`config.mk`:
```
export PLATFORM = sky130hd
export DESIGN_NAME = gray_to_yuv422_reg
export DESIGN_NICKNAME = d
export VERILOG_FILES = /design/src/rtl/gray_to_yuv422_reg.sv
export SDC_FILE = /design/constraint.sdc
export NUM_CORES = 1
export LEC_CHECK = 0
export BUFFER_PORTS_ARGS = -buffer_cell sky130_fd_sc_hd__buf_2
export CORE_ASPECT_RATIO = 0.9
export CORE_MARGIN = 3
export CORE_UTILIZATION = 50
export CTS_CLUSTER_DIAMETER = 80
export CTS_CLUSTER_SIZE = 40
export DETAILED_ROUTE_END_ITERATION = 8
export GPL_TIMING_DRIVEN = 0
export PLACE_DENSITY = 0.91
export SETUP_SLACK_MARGIN = 0.1
export SLEW_MARGIN = 10
export SYNTH_ARGS = -nofsm -noshare
export SYNTH_HDL_FRONTEND = slang
export SYNTH_SLANG_ARGS = --single-unit
```
`constraint.sdc`:
```
create_clock -name aclk -period 4.18 [get_ports aclk]
set_clock_uncertainty 0.05 [all_clocks]
set_input_delay 0.836 -clock aclk [delete_from_list [all_inputs] [get_ports aclk]]
set_output_delay 0.836 -clock aclk [all_outputs]
set_load 0.03 [all_outputs]
```
`src/rtl/gray_to_yuv422_reg.sv`:
```
// gray_to_yuv422_reg
// Registered grayscale to YUV422 packer for the Format_Conv video path.
// Each PPC-pixel gray beat becomes Y/C pairs (Y from gray, C from a chroma
// value latched on every start-of-frame beat). A two-entry skid buffer
// registers both tdata and tready so neither path is combinational.
// A 16-bit frame counter counts SOF beats leaving the block.
// Optional line-length checking is compiled in when the macro
// GRAY_TO_YUV422_LINE_CHECK_EN is defined; otherwise the error flags are 0.
module gray_to_yuv422_reg #(
    parameter int DATA_WIDTH   = 8,
    parameter int PPC          = 4,
    parameter int PAD_TO_3     = 1,
    parameter int CHROMA_RESET = 2**(DATA_WIDTH-1),
    parameter int LINE_BEATS_W = 12
) (
    input  logic                                              aclk,
    input  logic                                              areset,
    input  logic [DATA_WIDTH-1:0]                             cfg_chroma,
    input  logic                                              s_axis_gray_tvalid,
    input  logic [DATA_WIDTH*PPC-1:0]                         s_axis_gray_tdata,
    input  logic                                              s_axis_gray_tuser,
    input  logic                                              s_axis_gray_tlast,
    output logic                                              s_axis_gray_tready,
    output logic                                              m_axis_yuv_tvalid,
    output logic [((PAD_TO_3 != 0) ? 3 : 2)*DATA_WIDTH*PPC-1:0] m_axis_yuv_tdata,
    output logic                                              m_axis_yuv_tuser,
    output logic                                              m_axis_yuv_tlast,
    input  logic                                              m_axis_yuv_tready,
    output logic [15:0]                                       frame_count,
    output logic                                              err_short_line,
    output logic                                              err_long_line,
    input  logic [LINE_BEATS_W-1:0]                           cfg_line_beats,
    input  logic                                              err_clear
);

    localparam int IN_W   = DATA_WIDTH * PPC;
    localparam int PACK_W = 2 * IN_W;
    localparam int OUT_W  = ((PAD_TO_3 != 0) ? 3 : 2) * IN_W;

    typedef enum logic [1:0] {
        ST_EMPTY = 2'd0,
        ST_ONE   = 2'd1,
        ST_TWO   = 2'd2
    } buf_state_t;

    buf_state_t              r_state;
    buf_state_t              w_nextState;
    logic                    r_sReady;
    logic [PACK_W-1:0]       r_outData;
    logic [PACK_W-1:0]       r_skidData;
    logic [PACK_W-1:0]       w_packed;
    logic                    r_outUser;
    logic                    r_outLast;
    logic                    r_skidUser;
    logic                    r_skidLast;
    logic [DATA_WIDTH-1:0]   r_chroma;
    logic [DATA_WIDTH-1:0]   w_chroma;
    logic [15:0]             r_frameCount;
    logic                    w_mValid;
    logic                    w_inAcc;
    logic                    w_outAcc;

    assign w_mValid = (r_state != ST_EMPTY);
    assign w_inAcc  = s_axis_gray_tvalid & r_sReady;
    assign w_outAcc = w_mValid & m_axis_yuv_tready;

    // Pack the incoming beat; an SOF beat uses the live cfg_chroma directly
    always_comb begin
        w_chroma = s_axis_gray_tuser ? cfg_chroma : r_chroma;
        w_packed = '0;
        for (int i = 0; i < PPC; i++) begin
            w_packed[2*i*DATA_WIDTH +: DATA_WIDTH]     = s_axis_gray_tdata[i*DATA_WIDTH +: DATA_WIDTH];
            w_packed[(2*i+1)*DATA_WIDTH +: DATA_WIDTH] = w_chroma;
        end
    end

    // Hold the chroma of the current frame until the next accepted SOF beat
    always_ff @(posedge aclk or posedge areset) begin
        if (areset) begin
            r_chroma <= DATA_WIDTH'(CHROMA_RESET);
        end else if (w_inAcc && s_axis_gray_tuser) begin
            r_chroma <= cfg_chroma;
        end
    end

    // Buffer occupancy register; ready is registered from the next occupancy
    always_ff @(posedge aclk or posedge areset) begin
        if (areset) begin
            r_state  <= ST_EMPTY;
            r_sReady <= 1'b0;
        end else begin
            r_state  <= w_nextState;
            r_sReady <= (w_nextState != ST_TWO);
        end
    end

    // Occupancy transitions from the input and output handshakes
    always_comb begin
        w_nextState = r_state;
        case (r_state)
            ST_EMPTY: if (w_inAcc) w_nextState = ST_ONE;
            ST_ONE: begin
                if (w_inAcc && !w_outAcc) begin
                    w_nextState = ST_TWO;
                end else if (!w_inAcc && w_outAcc) begin
                    w_nextState = ST_EMPTY;
                end
            end
            ST_TWO:   if (w_outAcc) w_nextState = ST_ONE;
            default:  w_nextState = ST_EMPTY;
        endcase
    end

    // Output and skid registers; the output only changes when empty or consumed
    always_ff @(posedge aclk or posedge areset) begin
        if (areset) begin
            r_outData  <= '0;
            r_outUser  <= 1'b0;
            r_outLast  <= 1'b0;
            r_skidData <= '0;
            r_skidUser <= 1'b0;
            r_skidLast <= 1'b0;
        end else begin
            case (r_state)
                ST_EMPTY: begin
                    if (w_inAcc) begin
                        r_outData <= w_packed;
                        r_outUser <= s_axis_gray_tuser;
                        r_outLast <= s_axis_gray_tlast;
                    end
                end
                ST_ONE: begin
                    if (w_inAcc && w_outAcc) begin
                        r_outData <= w_packed;
                        r_outUser <= s_axis_gray_tuser;
                        r_outLast <= s_axis_gray_tlast;
                    end else if (w_inAcc) begin
                        r_skidData <= w_packed;
                        r_skidUser <= s_axis_gray_tuser;
                        r_skidLast <= s_axis_gray_tlast;
                    end
                end
                ST_TWO: begin
                    if (w_outAcc) begin
                        r_outData <= r_skidData;
                        r_outUser <= r_skidUser;
                        r_outLast <= r_skidLast;
                    end
                end
                default: begin
                end
            endcase
        end
    end

    // Count SOF beats as they leave the block; wraps naturally at 16 bits
    always_ff @(posedge aclk or posedge areset) begin
        if (areset) begin
            r_frameCount <= '0;
        end else if (w_outAcc && r_outUser) begin
            r_frameCount <= r_frameCount + 16'd1;
        end
    end

    assign s_axis_gray_tready = r_sReady;
    assign m_axis_yuv_tvalid  = w_mValid;
    assign m_axis_yuv_tuser   = r_outUser;
    assign m_axis_yuv_tlast   = r_outLast;
    assign frame_count        = r_frameCount;

    generate
        if (PAD_TO_3 != 0) begin : g_pad
            assign m_axis_yuv_tdata = {{(OUT_W-PACK_W){1'b0}}, r_outData};
        end else begin : g_nopad
            assign m_axis_yuv_tdata = r_outData;
        end
    endgenerate

`ifdef GRAY_TO_YUV422_LINE_CHECK_EN
    logic [LINE_BEATS_W-1:0] r_beatCnt;
    logic                    r_longSeen;
    logic                    r_errShort;
    logic                    r_errLong;
    logic [LINE_BEATS_W-1:0] w_curCnt;
    logic [LINE_BEATS_W-1:0] w_nextCnt;
    logic                    w_curLong;
    logic                    w_setShort;
    logic                    w_setLong;

    // Position of the departing beat in its line; an SOF beat starts a new line
    always_comb begin
        w_curCnt   = r_outUser ? '0 : r_beatCnt;
        w_curLong  = r_outUser ? 1'b0 : r_longSeen;
        w_nextCnt  = (&w_curCnt) ? w_curCnt : w_curCnt + LINE_BEATS_W'(1);
        w_setShort = w_outAcc && r_outLast && (w_nextCnt < cfg_line_beats);
        w_setLong  = w_outAcc && !r_outLast && !w_curLong && (w_nextCnt == cfg_line_beats);
    end

    // Beat counter, once-per-line long marker and sticky flags (set beats clear)
    always_ff @(posedge aclk or posedge areset) begin
        if (areset) begin
            r_beatCnt  <= '0;
            r_longSeen <= 1'b0;
            r_errShort <= 1'b0;
            r_errLong  <= 1'b0;
        end else begin
            if (w_outAcc) begin
                if (r_outLast) begin
                    r_beatCnt  <= '0;
                    r_longSeen <= 1'b0;
                end else begin
                    r_beatCnt  <= w_nextCnt;
                    r_longSeen <= w_curLong | w_setLong;
                end
            end
            if (w_setShort) begin
                r_errShort <= 1'b1;
            end else if (err_clear) begin
                r_errShort <= 1'b0;
            end
            if (w_setLong) begin
                r_errLong <= 1'b1;
            end else if (err_clear) begin
                r_errLong <= 1'b0;
            end
        end
    end

    assign err_short_line = r_errShort;
    assign err_long_line  = r_errLong;
`else
    logic w_unusedLineCfg;

    assign w_unusedLineCfg = ^{cfg_line_beats, err_clear};
    assign err_short_line  = 1'b0;
    assign err_long_line   = 1'b0;
`endif

endmodule

```
## Word level (Yosys, flattened, before mapping)

Index checks and enable logic that the tools add are counted.

- Add/subtract/negate cells: 1
- Eq/ne operators: 6
- Muxes and demuxes: 18
- Bitwise operators: 3
- Reductions and logical operators: 12

Operators by type and width:

| cell | count |
|---|---|
| 64-bit two-way mux | 3 |
| 64-bit case mux with 3 select lines | 1 |
| 16-bit by 1-bit adder with 16-bit output, second input constant | 1 |
| 2-bit two-way mux | 4 |
| 8-bit two-way mux | 1 |
| 2-bit != test, second input constant | 4 |
| 1-bit two-way mux | 6 |
| 1-bit case mux with 3 select lines | 2 |
| 2-bit case mux with 3 select lines | 1 |
| 1-bit logical AND | 5 |
| 4-bit AND reduction | 1 |
| 3-bit AND reduction | 1 |
| 3-bit nonzero test | 1 |
| 1-bit AND | 2 |
| 2-bit by 1-bit equality test with 1-bit output, second input constant | 1 |
| 2-bit equality test, second input constant | 1 |
| 1-bit logical NOT | 2 |
| 2-bit logical NOT | 1 |
| 2-bit nonzero test | 1 |
| 1-bit NOT | 1 |

- Register bits after elaboration: 159
- Input bits: 59
- Output and inout bits: 118
- Word-level logic and storage cells: 50

## Logic depth before layout (Yosys ltp)

Gate-level depths: netlist of run 1.

- Word-level depth: 7
- Depth in mapped cells: 7
- Gate-level depth less buffers: 5

## Worst setup path before layout of run 1

OpenSTA, ideal clock, no wires.

- Path kind: input-to-reg
- Start: input port m_axis_yuv_tready
- End: register r_skidData[16]
- Setup time: 0.125 ns
- Arrival time: 1.953 ns
- Required time: 4.005 ns
- Slack: 2.052 ns
- Stages on the path: 4
- Buffers on the path: 2
- Path through: buf_2 -> nor4b_2 -> buf_2 -> mux2_2

- Longest elaborated chain between the ends: 4

Ends and longest elaborated chain:

| element | RTL line | source |
|---|---|---|
| start, declared | 28 | `input logic m_axis_yuv_tready,` |
| 1-bit AND | 65 | `assign w_outAcc = w_mValid & m_axis_yuv_tready;` |
| 1-bit logical AND | 133 | `if (w_inAcc && w_outAcc) begin` |
| 1-bit NOT (no line) | - |  |
| 3-bit AND reduction (no line) | - |  |
| end signal, assigned | 138 | `r_skidData <= w_packed;` |
| end, declared | 50 | `logic [PACK_W-1:0] r_skidData;` |

Every way passes these cells.
A chain may end at the register's enable or synchronous reset.

## Worst setup path in the final report of run 1

- Start: input port s_axis_gray_tvalid
- End: register r_skidData[5]

- Longest elaborated chain between the ends: 4

Ends and longest elaborated chain:

| element | RTL line | source |
|---|---|---|
| start, declared | 19 | `input logic s_axis_gray_tvalid,` |
| 1-bit AND (*) | 64 | `assign w_inAcc = s_axis_gray_tvalid & r_sReady;` |
| 1-bit logical AND | 133 |  |
| 1-bit NOT (no line) | - |  |
| 3-bit AND reduction (no line) (*) | - |  |

Mark *: on every way between the ends. The rest lies on a longest branch, timed or not.

==> results of run 1 <==
[logic make-up (layout without fill, tap and decap cells)]
kind of cell,Yosys count,in the layout,synth area share (%)
DFF,111,111,53.8
and+or+nand+nor,92,92,7.89
muxes,85,85,17.5
buffers and inverters,83,228,11.0
AOI/OAI and AO/OA,66,66,6.97
xor gates and xnor gates,15,15,2.54
adders and majority gates,1,1,0.242
other,1,34,0.0726
[cells in the final DEF, fill, tap and decap left out, types with 2 or more instances in the layout]
| cell | netlist | final |
|---|---|---|
| a21oi_1 | 52 | 52 |
| buf_2 | 14 | 142 |
| buf_4 | 64 | 64 |
| bufinv_16 | 0 | 2 |
| clkbuf_1 | 3 | 3 |
| clkbuf_16 | 0 | 9 |
| conb_1 | 1 | 34 |
| dfrtp_1 | 110 | 110 |
| inv_6 | 0 | 2 |
| inv_8 | 0 | 2 |
| mux2_1 | 3 | 3 |
| mux2_2 | 40 | 40 |
| mux2i_1 | 42 | 42 |
| nand2_1 | 15 | 15 |
| nand3_1 | 6 | 6 |
| nand4_1 | 3 | 3 |
| nor2_1 | 56 | 56 |
| nor3_1 | 3 | 3 |
| o211ai_2 | 2 | 2 |
| o21ai_0 | 8 | 8 |
| xnor2_1 | 10 | 10 |
| xor2_1 | 5 | 5 |
[power by group through the flow]
stage	clock network, mW	logic, mW	registers [mW]
6_report	0.947	2.17	1.82
5_1_grt	1.01	2.33	1.88
4_1_cts	0.960	2.19	1.82
3_5_place_dp	0	2.18	1.84
3_3_place_gp	0	2.11	1.79
2_1_floorplan	0	1.17	2.22
[worst max-delay path, delay by kind of cell]
kind	cells	cell delay [ns]
buffers and inverters	2	0.50
muxes	1	0.38
and+or+nand+nor	2	0.67
[cell type report]
cell class / count / area [um^2]
buffer: 81 / 562
clock buffer: 9 / 225
clock inverter: 7 / 104
fill: 763 / 3420
inverter: 2 / 12.5
multi-input combinational: 293 / 1940
sequential: 111 / 2780
tap: 126 / 158
timing repair buffer: 129 / 668
[metrics by stage]
stage	setup TNS, ns	setup slack, ns	area (um^2)	power (mW)	hold slack [ns]
finish	0	1.97	6450	4.93	0.410
global route	0	1.89	6450	5.22	0.418
CTS	0	1.96	6450	4.97	0.418
detailed placement	0	1.61	6120	4.02	0.424
global placement	-71.69	-0.657	6090	3.91	0.408
floorplan	0	0.365	5290	3.39	0.407
[routing by layer]
metal / wire [um] / up-vias / track usage, %
met4: 121 / 2 / 4.16
li1: - / 1800 / -
met3: 931 / 12 / 6.69
met2: 5720 / 137 / 35.6
met5: 13 / - / 0
met1: 4820 / 1802 / 25.4
[flip-flops by register name, indices dropped and copies added, names as in the netlist]
register,flops
frame_count,16
m_axis_yuv_tlast,1
m_axis_yuv_tuser,1
r_chroma,8
r_outData,40
r_skidData,40
r_skidLast,1
r_skidUser,1
r_state,2
s_axis_gray_tready,1
[Yosys cell counts]
cell type / instances
nor2_1: 56
ha_1: 1
o2111ai_2: 1
nand3_1: 6
nand4b_1: 1
a31oi_1: 1
nand2_1: 15
mux2_2: 40
o21ai_0: 8
and3b_1: 1
nor4_2: 1
nand3b_1: 1
xnor2_1: 10
inv_1: 2
dfrtp_1: 110
and3_1: 1
clkbuf_1: 3
nand4_1: 3
mux2_1: 3
or2_2: 1
buf_2: 14
nand2b_1: 1
o211ai_2: 2
o22ai_1: 1
buf_4: 64
a21oi_1: 52
nor4b_2: 1
or2_1: 1
dfstp_2: 1
xor2_1: 5
a21o_1: 1
mux2i_1: 42
nor3_1: 3
conb_1: 1
[worst min path at each step]
stage                            endpoint  slack, ns  cells past startpoint
final                       r_skidData[7]       0.41                      2
after global routing        r_skidData[7]       0.42                      2
after CTS                    r_outData[7]       0.42                      2
after detailed placement    r_skidData[1]       0.42                      1
after global placement    frame_count[15]       0.41                      1
after floorplan             r_skidData[0]       0.41                      1
==> impl_metrics.yaml, run 1 <==
synthesis:
  avgSynthCellArea_um2: 11.4
  ys_seq_area_share_pct: 53.8
  yosys_warnings: 0
  synth_top_area_share_pct: 53.3
  syn-cell-area_um2: 5170
  ys_types: 34
  yosysTopAreaCell: "dfrtp_1"
  ys_ff_latch: 111
  synth_area_leaders: "dfrtp_1 (53%), buf_4 (9.3%), mux2_2 (8.7%)"
  syn-instance-count: 454
sta:
  relSlewSlack_pct: 52.5
  tightestPinTransition_ns: 0.713
  rsz0062_at_grt: "no"
  fmax_mhz: 453
  finalCritPeriodShare_pct: 52.8
  setup_viol: 0
  finalHoldViolCount: 0
  slew_violations: 0
  min_period_ns: 2.21
pwr:
  swShare_pct: 41.9
  pwr-share-clk_pct: 19.2
  peakVddDrop_uv: 512
  power_switching_mw: 2.07
  power_density_nw_per_um2: 765
  p_leak_nw: 3.36
  pwr-share-comb_pct: 44.0
  seqPwrFrac_pct: 36.9
  intPower_mw: 2.87
floorplan:
  row_count: 34
  pin_count: 177
  die_h_um: 102
  die_x_um: 113
  die_area_um2: 11600
  core_um2: 9870
  initial_core_util_pct: 52.4
layout:
  layout-drive-gt1-share_pct: 42.9
  final_cells: 758
  finish.utilization_pct: 65.4
  num_antenna_cells: 0
  fin_nets: 687
  area_growth_pct: 24.8
clock_network:
  ctsHoldBuffers: 0
  path_clk_slew_ns: 0.08
  cts_resized: 0
  numCtsBuffers: 9
  post_cts_buffers: 0
  cts-root-buf: "clkbuf_16"
  cts_tree: "done"
  cts.path.max_buffers: 2
  htree_levels: 3
  cts.sinks: 111
  clkLatencyLatePin_ns: 0.34
grt:
  grt_pass1_wl_mm: 18.8
  grt_pass1_vias: 3809
  grt_max_degree: 80
  grt_overflow: 0
  track_usage_pct: 20.5
  grt_antenna_before_repair: 1
detailed_routing:
  ant_nets: 0
  routed_wl_mm: 11.6
  drc_errors: 0
  num_vias: 3753
  detail_route.wl_per_cell_um: 15.3
  drt_first_pass_iters: 5
  first_iter_violations: 157
  post_drt_via_cell_ratio: 4.95
run:
  max_cap_viol_count: 0
critical_path:
  r2r_cells: 4
  cp_cell_sequence: "buf_2, nand2_1, nor4b_2, buf_2, mux2_2"
  critPathLaunchType: "input pin"
  r2r_start: "r_state[1]"
  crit_fanout: 10
  r2r_end: "r_skidData[5]"
  path_class: "input pin to register"
  critPathArrivalTime_ns: 2.39
  max_stage_delay_ns: 0.54
  required_ns: 4.36
  cp-startpoint: "s_axis_gray_tvalid"
  crit_slowest_cell: "nor4b_2"
  cpMostUsedCell: "buf_2"
  crit_path_end_kind: "register"
  crit_end: "r_skidData[5]"
  ff2ff_setup_slack_ns: 2.14
placement:
  io_buffers: 128
  gp_congestion: 0.732
  dpl.hpwl_mm: 8.56
  dp.cells: 742
worst_hold_path:
  hp-class: "input pin to asynchronous set/reset pin"
outcome:
  status: "finished clean"
Note: power is estimated with default switching activity, not from simulation.
==> run 2: changes to the inputs <==
- CORE_UTILIZATION: 50 -> 45
- PLACE_DENSITY: 0.91 -> 0.87
- clock period: 4.18 -> 1.9 ns (I/O delays scaled with it)
==> run 2 against run 1 <==
Power rose by 120%. Routed wire length fell by 0.55%. Critical path type is now register to register. Combinational power rose by 120%. Critical endpoint is now r_skidData[48]. Core utilization fell by 5.8 points. Clock-buffer cell count rose by 4. Global-route usage fell by 2.0 points. Cell area rose by 1.9%. Critical path depth did not move. Via count rose by 0.64%. Non-clock buffer count rose by 4. Highest routed layer unchanged.
==> impl_metrics.yaml, run 2 (synthesis gave the netlist of run 1 again) <==
critical_path:
  critPathArrivalTime_ns: 1.90
  r2r_cells: 5
  path_class: "register to register"
  ff2ff_setup_slack_ns: 0.18
  critPathLaunchType: "register"
  required_ns: 2.08
  crit_fanout: 10
  r2r_start: "s_axis_gray_tready"
  r2r_end: "r_skidData[48]"
  cp-startpoint: "s_axis_gray_tready"
  crit_path_end_kind: "register"
pwr:
  pwr-share-comb_pct: 44.5
  power_switching_mw: 4.45
  p_leak_nw: 3.40
  intPower_mw: 6.43
  pwr-share-clk_pct: 18.8
  seqPwrFrac_pct: 36.8
  swShare_pct: 40.9
  peakVddDrop_uv: 1110
  power_density_nw_per_um2: 1650
sta:
  setup_viol: 0
  fmax_mhz: 580
  final.setup.tns_ns: 0
  holdWs_ns: 0.116
  relSlewSlack_pct: 48.5
  finalHoldViolCount: 0
  rsz0062_at_grt: "yes"
  min_period_ns: 1.72
  finalCritPeriodShare_pct: 90.7
  tightestPinTransition_ns: 0.771
  slew_violations: 0
detailed_routing:
  post_drt_via_cell_ratio: 4.79
  drc_errors: 0
  drt_first_pass_iters: 4
  wl_met2_mm: 5.64
  routed_wl_mm: 11.5
  wl_met1_mm: 4.95
  first_iter_violations: 165
  detail_route.wl_per_cell_um: 14.7
  num_vias: 3777
  top_layer: "met5"
  met3WireLength_um: 810
  ant_nets: 0
floorplan:
  die_x_um: 119
  core_um2: 11000
  pin_count: 177
  row_count: 36
  die_h_um: 108
  die_area_um2: 12800
  initial_core_util_pct: 46.8
layout:
  num_antenna_cells: 0
  design_area_um2: 6580
  fin_nets: 691
  final_common_cell: "buf_2"
  layout_common_cells: "buf_2 (132), dfrtp_1 (109), buf_4 (73)"
  final_cells: 788
  n_fill_cell: 917
  layout-drive-gt1-share_pct: 43.7
  area_growth_pct: 27.2
clock_network:
  numCtsBuffers: 9
  htree_levels: 3
  cts_tree: "done"
  cts-root-buf: "clkbuf_16"
  clkLatencyLatePin_ns: 0.34
  path_clk_slew_ns: 0.07
  cts.sinks: 111
  cts.path.max_buffers: 2
placement:
  dp.cells: 769
  dpl.hpwl_mm: 8.55
  gp_congestion: 0.781
  io_buffers: 128
  dpl_cell_area_um2: 6170
worst_hold_path:
  hp-class: "input pin to asynchronous set/reset pin"
outcome:
  status: "finished clean"
run:
  max_cap_viol_count: 0
grt:
  grt_max_degree: 40
  grt_pass1_vias: 3777
  grt_overflow: 0
  track_usage_pct: 18.4
  grt_antenna_before_repair: 1
  grt_pass1_wl_mm: 18.9
==> run 2: worst max-delay path by stage <==
| stage | endpoint | cells past startpoint | slack, ns |
|---|---|---|---|
| after floorplan | r_skidData[16] | 4 | 0.07 |
| final | r_skidData[48] | 5 | 0.18 |
| after global routing | r_outData[16] | 7 | 0.09 |
| after global placement | frame_count[3] | 2 | -0.51 |
| after detailed placement | r_skidData[48] | 5 | -0.21 |
| after CTS | r_outData[16] | 6 | 0.09 |
==> run 2: power groups by stage <==
stage               sequential (mW)  combinational, mW  clock [mW]
CTS                            4.00               4.83        2.09
global route                   4.13               5.20        2.19
finish                         4.00               4.83        2.04
global placement               3.96               4.66           0
detailed placement             4.03               4.80           0
floorplan                      4.89               2.57           0
==> run 2: routing by layer <==
metal / vias to the layer above / track usage [%]
met5: - / 0
met4: 2 / 4.71
met3: 15 / 5.41
met2: 139 / 30.9
met1: 1818 / 23.6
li1: 1803 / -
==> run 2: final cells by class <==
| type | count | area [um^2] | share of cell area, % |
|---|---|---|---|
| Timing Repair Buffer | 133 | 706 | 10.7 |
| Buffer | 81 | 594 | 9.04 |
| Clock inverter | 3 | 65.1 | 0.989 |
| Inverter | 2 | 11.3 | 0.171 |
| Sequential cell | 111 | 2780 | 42.3 |
| Multi-Input combinational cell | 293 | 1970 | 29.9 |
| Tap cell | 152 | 190 | 2.89 |
| Clock buffer | 13 | 260 | 3.96 |
==> run 2: critical path, stage by stage, from the launching register on <==
cell and delay [ns]:
dfrtp_2 0.42, nand2_2 0.11, nor4b_4 0.29, buf_4 0.18, buf_4 0.20, mux2_2 0.36
==> run 2: repair_timing <==
action | in CTS | in global routing
setup endpoints to repair | 53 | 86
hold buffers | 0 | 0
pin swaps | 1 | 1
gates resized for setup | 8 | 15
buffers inserted | 1 | 2
==> run 2: per-stage QoR <==
step / power, mW / setup WS (ns) / utilization, %
2_1_floorplan: 7.46 / 0.0735 / -
3_3_place_gp: 8.62 / -0.513 / 55.5
3_5_place_dp: 8.82 / -0.209 / 55.9
4_1_cts: 10.9 / 0.0922 / 59.1
5_1_grt: 11.5 / 0.0851 / 59.6
6_report: 10.9 / 0.176 / 59.6
